$ cat src/rtl/device_rw_if.sv
// Packet-level handshake between the device packet layer (master) and the
// read/write responder (slave).
interface device_rw_if;
  logic        out_valid;
  logic        out_ok;
  logic [63:0] out_data;
  logic        in_req;
  logic        ack;
  logic        nak;
  logic        in_valid;
  logic [63:0] in_data;
  logic        write_done;
  logic        timeout;
  logic        busy;
  logic [15:0] page;

  modport slave (
    input  out_valid, out_ok, out_data, in_req,
    output ack, nak, in_valid, in_data, write_done, timeout, busy, page
  );

  modport master (
    output out_valid, out_ok, out_data, in_req,
    input  ack, nak, in_valid, in_data, write_done, timeout, busy, page
  );
endinterface

$ cat src/rtl/device_rw_responder.sv
// Device endpoint answering the host address/data/read packet sequence,
// backed by a DEPTH x 64-bit page memory; every strobe gets one ack or nak.
module device_rw_responder #(
  parameter int DEPTH   = 16,
  parameter int TIMEOUT = 200
) (
  input  logic        clk,
  input  logic        rst_b,
  device_rw_if.slave  bus
);

  localparam int IDX_W = (DEPTH > 1) ? $clog2(DEPTH) : 1;
  localparam int TW    = $clog2(TIMEOUT + 1);

  localparam logic [16:0]   DEPTH_LIM  = 17'(DEPTH);
  localparam logic [TW-1:0] TIMER_LAST = TW'(TIMEOUT - 1);

  localparam logic [0:0] S_IDLE = 1'b0;
  localparam logic [0:0] S_ADDR = 1'b1;

  logic [0:0]    state_q, state_d;
  logic [15:0]   page_q, page_d;
  logic [TW-1:0] timer_q, timer_d;
  logic          ack_q, ack_d;
  logic          nak_q, nak_d;
  logic          in_valid_q, in_valid_d;
  logic [63:0]   in_data_q, in_data_d;
  logic          write_done_q, write_done_d;
  logic          timeout_q, timeout_d;
  logic          mem_we;
  logic [63:0]   mem_q [DEPTH];

  logic [IDX_W-1:0] page_idx;
  logic             addr_in_range;

  // page_q only ever holds an in-range index, so its low bits address memory.
  assign page_idx      = page_q[IDX_W-1:0];
  assign addr_in_range = ({1'b0, bus.out_data[15:0]} < DEPTH_LIM);

  always_comb begin
    // NOTE: every signal gets a default first so no path leaves one unassigned
    // and no latch is inferred.
    state_d      = state_q;
    page_d       = page_q;
    timer_d      = timer_q;
    ack_d        = 1'b0;
    nak_d        = 1'b0;
    in_valid_d   = 1'b0;
    in_data_d    = in_data_q;
    write_done_d = 1'b0;
    timeout_d    = 1'b0;
    mem_we       = 1'b0;

    if (bus.out_valid && bus.in_req) begin
      // Both strobes at once is a protocol error regardless of state.
      nak_d   = 1'b1;
      state_d = S_IDLE;
    end else begin
      case (state_q)
        S_IDLE: begin
          if (bus.out_valid) begin
            if (bus.out_ok && addr_in_range) begin
              page_d  = bus.out_data[15:0];
              ack_d   = 1'b1;
              timer_d = '0;
              state_d = S_ADDR;
            end else begin
              nak_d = 1'b1;
            end
          end else if (bus.in_req) begin
            nak_d = 1'b1;
          end
        end
        S_ADDR: begin
          if (bus.out_valid) begin
            state_d = S_IDLE;
            if (bus.out_ok) begin
              mem_we       = 1'b1;
              ack_d        = 1'b1;
              write_done_d = 1'b1;
            end else begin
              nak_d = 1'b1;
            end
          end else if (bus.in_req) begin
            in_data_d  = mem_q[page_idx];
            in_valid_d = 1'b1;
            ack_d      = 1'b1;
            state_d    = S_IDLE;
          end else if (timer_q == TIMER_LAST) begin
            timeout_d = 1'b1;
            state_d   = S_IDLE;
          end else begin
            timer_d = timer_q + TW'(1);
          end
        end
        default: state_d = S_IDLE;
      endcase
    end
  end

  // NOTE: sequential state uses non-blocking assignments so every register
  // samples the pre-edge values regardless of statement order.
  always_ff @(posedge clk or negedge rst_b) begin
    if (!rst_b) begin
      state_q      <= S_IDLE;
      page_q       <= '0;
      timer_q      <= '0;
      ack_q        <= 1'b0;
      nak_q        <= 1'b0;
      in_valid_q   <= 1'b0;
      in_data_q    <= '0;
      write_done_q <= 1'b0;
      timeout_q    <= 1'b0;
    end else begin
      state_q      <= state_d;
      page_q       <= page_d;
      timer_q      <= timer_d;
      ack_q        <= ack_d;
      nak_q        <= nak_d;
      in_valid_q   <= in_valid_d;
      in_data_q    <= in_data_d;
      write_done_q <= write_done_d;
      timeout_q    <= timeout_d;
    end
  end

  // NOTE: the page memory is flop-based and must read back zero after reset,
  // so it sits on the async reset like the rest of the state.
  always_ff @(posedge clk or negedge rst_b) begin
    if (!rst_b) begin
      for (int i = 0; i < DEPTH; i++) mem_q[i] <= '0;
    end else if (mem_we) begin
      mem_q[page_idx] <= bus.out_data;
    end
  end

  assign bus.ack        = ack_q;
  assign bus.nak        = nak_q;
  assign bus.in_valid   = in_valid_q;
  assign bus.in_data    = in_data_q;
  assign bus.write_done = write_done_q;
  assign bus.timeout    = timeout_q;
  assign bus.busy       = (state_q == S_ADDR);
  assign bus.page       = page_q;

endmodule

$ cat src/flat_wrapper.sv
// flat-port wrapper written by rule: the top's interface ports become plain ports
module device_rw_responder_flat 
#(
  parameter int DEPTH   = 16,
  parameter int TIMEOUT = 200
)
  (clk, rst_b, bus_out_valid, bus_out_ok, bus_out_data, bus_in_req, bus_ack, bus_nak, bus_in_valid, bus_in_data, bus_write_done, bus_timeout, bus_busy, bus_page);
  device_rw_if bus_i ();
  input  logic clk;
  input  logic rst_b;
  input wire logic [$bits(bus_i.out_valid)-1:0] bus_out_valid;
  input wire logic [$bits(bus_i.out_ok)-1:0] bus_out_ok;
  input wire logic [$bits(bus_i.out_data)-1:0] bus_out_data;
  input wire logic [$bits(bus_i.in_req)-1:0] bus_in_req;
  output wire logic [$bits(bus_i.ack)-1:0] bus_ack;
  output wire logic [$bits(bus_i.nak)-1:0] bus_nak;
  output wire logic [$bits(bus_i.in_valid)-1:0] bus_in_valid;
  output wire logic [$bits(bus_i.in_data)-1:0] bus_in_data;
  output wire logic [$bits(bus_i.write_done)-1:0] bus_write_done;
  output wire logic [$bits(bus_i.timeout)-1:0] bus_timeout;
  output wire logic [$bits(bus_i.busy)-1:0] bus_busy;
  output wire logic [$bits(bus_i.page)-1:0] bus_page;
  assign bus_i.out_valid = bus_out_valid;
  assign bus_i.out_ok = bus_out_ok;
  assign bus_i.out_data = bus_out_data;
  assign bus_i.in_req = bus_in_req;
  assign bus_ack = bus_i.ack;
  assign bus_nak = bus_i.nak;
  assign bus_in_valid = bus_i.in_valid;
  assign bus_in_data = bus_i.in_data;
  assign bus_write_done = bus_i.write_done;
  assign bus_timeout = bus_i.timeout;
  assign bus_busy = bus_i.busy;
  assign bus_page = bus_i.page;
  device_rw_responder #(.DEPTH(DEPTH), .TIMEOUT(TIMEOUT)) u_core (.clk(clk), .rst_b(rst_b), .bus(bus_i));
endmodule
$ cat config.mk
export PLATFORM = sky130hd
export DESIGN_NAME = device_rw_responder_flat
export DESIGN_NICKNAME = d
export VERILOG_FILES = /design/src/rtl/device_rw_if.sv /design/src/rtl/device_rw_responder.sv /design/src/flat_wrapper.sv
export SDC_FILE = /design/constraint.sdc
export NUM_CORES = 2
export LEC_CHECK = 0
export CORE_AREA = 2 2 359 361
export DETAILED_ROUTE_END_ITERATION = 7
export DIE_AREA = 0 0 361 363
export GPL_TIMING_DRIVEN = 0
export PLACE_DENSITY_LB_ADDON = 0.08
export SYNTH_ARGS = -nofsm -noshare
export SYNTH_HDL_FRONTEND = slang
export SYNTH_SLANG_ARGS = --single-unit
$ cat constraint.sdc
create_clock -name clk -period 2.15 [get_ports clk]
set_clock_uncertainty 0.05 [all_clocks]
set_input_delay 0.5375 -clock clk [delete_from_list [all_inputs] [get_ports clk]]
set_output_delay 0.5375 -clock clk [all_outputs]
set_load 0.1 [all_outputs]
==> impl_metrics.json <==
{
  "total_power_w": 0.0451,
  "fmax_ghz": 0.418,
  "yosys.area_share.simple_pct": 2.52,
  "start_util_pct": 39.8,
  "cts.sinks": 1118,
  "grt_pass1_wl_um": 235000,
  "worst-path-stages": 8,
  "syn_avg_cell_area_sq_um": 15.0,
  "slew_headroom_pct": 26.1,
  "place.gp.congestion": 0.775,
  "placeableCoreArea_sq_um": 127000,
  "status": "finished with violations",
  "root_buffer": "clkbuf_16",
  "synth_mux_area_share_pct": 36.0,
  "drv_slew": 0,
  "synthXorXnorAreaFrac_pct": 0.0173,
  "cts_hold_buf": 1,
  "rr_endpoint": "u_core.mem_q[465]",
  "ir_drop_mv": 0.858,
  "antenna_found_initial": 7,
  "seq_power_share_pct": 47.0,
  "setup_ws_ns": -0.240,
  "ios": 155,
  "slowest_delay_ns": 0.43,
  "vias_per_cell": 5.63,
  "worst-path-buf-inv": 4,
  "drive_gt1_share_pct": 48.5,
  "worstSkewPairLatency_ns": 0.77,
  "yosys.area.top_type": "dfrtp_1",
  "power.net_switching_w": 0.0104,
  "crit_chain": "and4b_2 > buf_8 > buf_4 > nand3b_4 > or3_4 > buf_12 > buf_16 > mux2_4",
  "cp.required_ns": 2.72,
  "finalSetupViolations": 854,
  "async_flop_share_pct": 100,
  "die-area_sq_um": 131000,
  "timing.final.crit_share_pct": 111,
  "power_density_nw_per_um2": 722,
  "dr.pass1.iters": 5,
  "fp-row-count": 131,
  "crit_type": "flip-flop to flip-flop",
  "cts_tree": "done",
  "cp_top_family": "simple AND/OR/NAND/NOR gates",
  "final_util_pct": 49.2,
  "violations": "hold timing, setup timing",
  "leakagePower_nw": 29.0,
  "grt_pass1_vias": 34000,
  "synthFlopType": "dfrtp_1",
  "synth_edf_count": 0,
  "cts_buffer_depth": 3,
  "synthTopCellsByArea": "dfrtp_1 55%, mux2_2 21%, mux2i_1 5.7%, mux4_2 5.7%, mux2_4 3.6%",
  "wl_per_cell_um": 29.9,
  "final_nets": 3846,
  "clk_pin_slew_ns": 0.06,
  "synth.top_cell.area_share_pct": 55.4,
  "place.detailed.hpwl_um": 100000,
  "period_needed_ns": 2.39,
  "p_int_w": 0.0348,
  "max-cap-violations": 0,
  "cp-start-kind": "flip-flop",
  "reg2reg_from": "u_core.bus.busy",
  "drt_iter0_markers": 1985,
  "ys_seq_area_share_pct": 55.4,
  "vias": 31100,
  "die_h_um": 363,
  "arrival_ns": 2.96,
  "cpMaxStageDelayCell": "or3_4",
  "hold_ws_ns": -0.329,
  "grt_overflow": 0,
  "endpoint": "u_core.mem_q[465]",
  "rrSetupSlack_ns": -0.24,
  "drc": 0,
  "synth_nets": 3442,
  "cts_made_buffers": 132,
  "rsz0062_at_grt": "yes",
  "finalHoldViolations": 143,
  "synth_cells": 3372,
  "final_cell_mix": "1,106 x dfrtp_1, 866 x mux2_2, 290 x mux2i_1",
  "fp.dieW_um": 361,
  "tns_ns": -98.48,
  "power_frac_clock_pct": 49.3,
  "ys_ff_latch": 1118,
  "syn2layout_area_growth_pct": 23.8,
  "path_max_fanout": 9,
  "io_buffers": 153,
  "critPathCaptureType": "flip-flop",
  "grt_max_degree": 191,
  "synth_compound_area_share_pct": 2.69,
  "worst_hold_path_type": "input pin to async pin",
  "synthAdderAreaFrac_pct": 0.0248,
  "crit_start": "u_core.bus.busy",
  "ant_nets": 0,
  "dp_slack_ns": -1.77,
  "yosysUniqueCellTypes": 47,
  "swShare_pct": 23.0,
  "comb_power_share_pct": 3.7,
  "syn_area_sq_um": 50500,
  "synth_top_family_by_area": "multiplexers",
  "synth_warnings": 0,
  "diodes": 0,
  "postRouteWirelength_um": 165000,
  "reg2regPathDepth": 8,
  "worst_pin_slew_ns": 1.11,
  "grt.total_usage_pct": 24.8,
  "final_common_cell": "dfrtp_1",
  "cts_max_level": 4
}
-- synthesized netlist by cell type (2+ instances only) --
cell and number:
buf_12 6, nor4_1 3, o21bai_1 5, a211oi_1 5, or2_2 29, o21ai_0 8, or3b_1 2, a31oi_1 64
nor2_1 132, nor2_2 9, dfrtp_1 1118, a21oi_1 2, nand3b_4 2, mux2_4 120, nand4_1 3, mux2_2 941
or3_1 4, and3_1 2, buf_4 7, buf_1 13, buf_2 110, nand2_1 42, mux2i_1 290, mux4_2 128
inv_1 5, nand3b_1 3, nor2b_1 2, buf_6 45, and2_1 13, clkbuf_1 104, mux2_1 3, o22ai_1 130
nand2b_1 4, nand3_1 5
-- area by class of cell --
| type | count | area [sq um] |
|---|---|---|
| fill | 10800 | 64500 |
| sequential | 1118 | 28000 |
| multi-input combinational | 1964 | 21400 |
| clock buffer | 203 | 3910 |
| timing repair buffer | 275 | 3600 |
| buffer | 280 | 3250 |
| tap | 1662 | 2080 |
| clock inverter | 27 | 330 |
| inverter | 5 | 18.8 |
-- routing by layer --
metal / part of all wire (%) / vias up / track usage, %
met4: 3.9 / 12 / 9.84
met3: 4.7 / 331 / 4.73
met5: 0.045 / - / 0
met2: 47 / 808 / 40.1
met1: 44 / 16800 / 32.9
li1: - / 13200 / -
-- state kept, by name (all words and copies together) (netlist names) --
| signal | flops |
|---|---|
| u_core.bus.timeout | 1 |
| u_core.bus.nak | 1 |
| u_core.mem_q | 1024 |
| u_core.bus.ack | 1 |
| u_core.bus.page | 16 |
| u_core.bus.busy | 1 |
| u_core.bus.in_data | 64 |
| u_core.bus.in_valid | 1 |
| u_core.bus.write_done | 1 |
| u_core.timer_q | 8 |
-- cells by family (layout without fill, tap and decap cells) --
group | after synthesis | count (layout)
AND/OR/NAND/NOR | 263 | 263
multiplexers | 1482 | 1482
flip-flops | 1118 | 1118
buffers and inverters | 290 | 790
AO/OA/AOI/OAI | 217 | 217
XOR/XNOR | 1 | 1
adder cells (fa/ha/maj) | 1 | 1
-- power by group through the flow --
stage | registers (W) | clock network, W | logic [W]
global route | 0.0212 | 0.0236 | 0.00184
floorplan | 0.0220 | 0 | 0.000236
detailed placement | 0.0216 | 0 | 0.00167
finish | 0.0212 | 0.0222 | 0.00168
CTS | 0.0212 | 0.0227 | 0.00169
global placement | 0.0216 | 0 | 0.00137
-- through the flow --
step | instance area [sq um] | instances
floorplan | 50700 | 3372
global placement | 54300 | 5187
detailed placement | 54500 | 5193
CTS | 61100 | 5489
global route | 62500 | 5534
finish | 62500 | 5534
-- worst min-delay path by stage --
| stage | end | slack, ns | cells past startpoint | from |
|---|---|---|---|---|
| global route | u_core.mem_q[597] | -0.23 | 1 | rst_b |
| detailed placement | u_core.bus.page[15] | 0.42 | 1 | u_core.bus.page[15] |
| floorplan | u_core.bus.ack | 0.19 | 0 | rst_b |
| CTS | u_core.mem_q[725] | -0.26 | 1 | rst_b |
| global placement | u_core.mem_q[250] | 0.41 | 1 | u_core.mem_q[250] |
| finish | u_core.mem_q[725] | -0.33 | 1 | rst_b |
-- worst register-to-register path, cell delays in order (launching register included) --
cell	delay (ns)
dfrtp_4	0.41
and4b_2	0.28
buf_8	0.15
buf_4	0.13
nand3b_4	0.11
or3_4	0.43
buf_12	0.20
buf_16	0.18
mux2_4	0.31
-- what timing repair did --
action / CTS / global route
cloned: 13 / 29
setup endpoints to repair: 1334 / 1136
hold endpoints to repair: 144 / 143
pin swaps: 14 / 9
setup buffers: 57 / 17
gates resized for setup: 986 / 149
No activity file was read; power rests on OpenSTA's default activity.
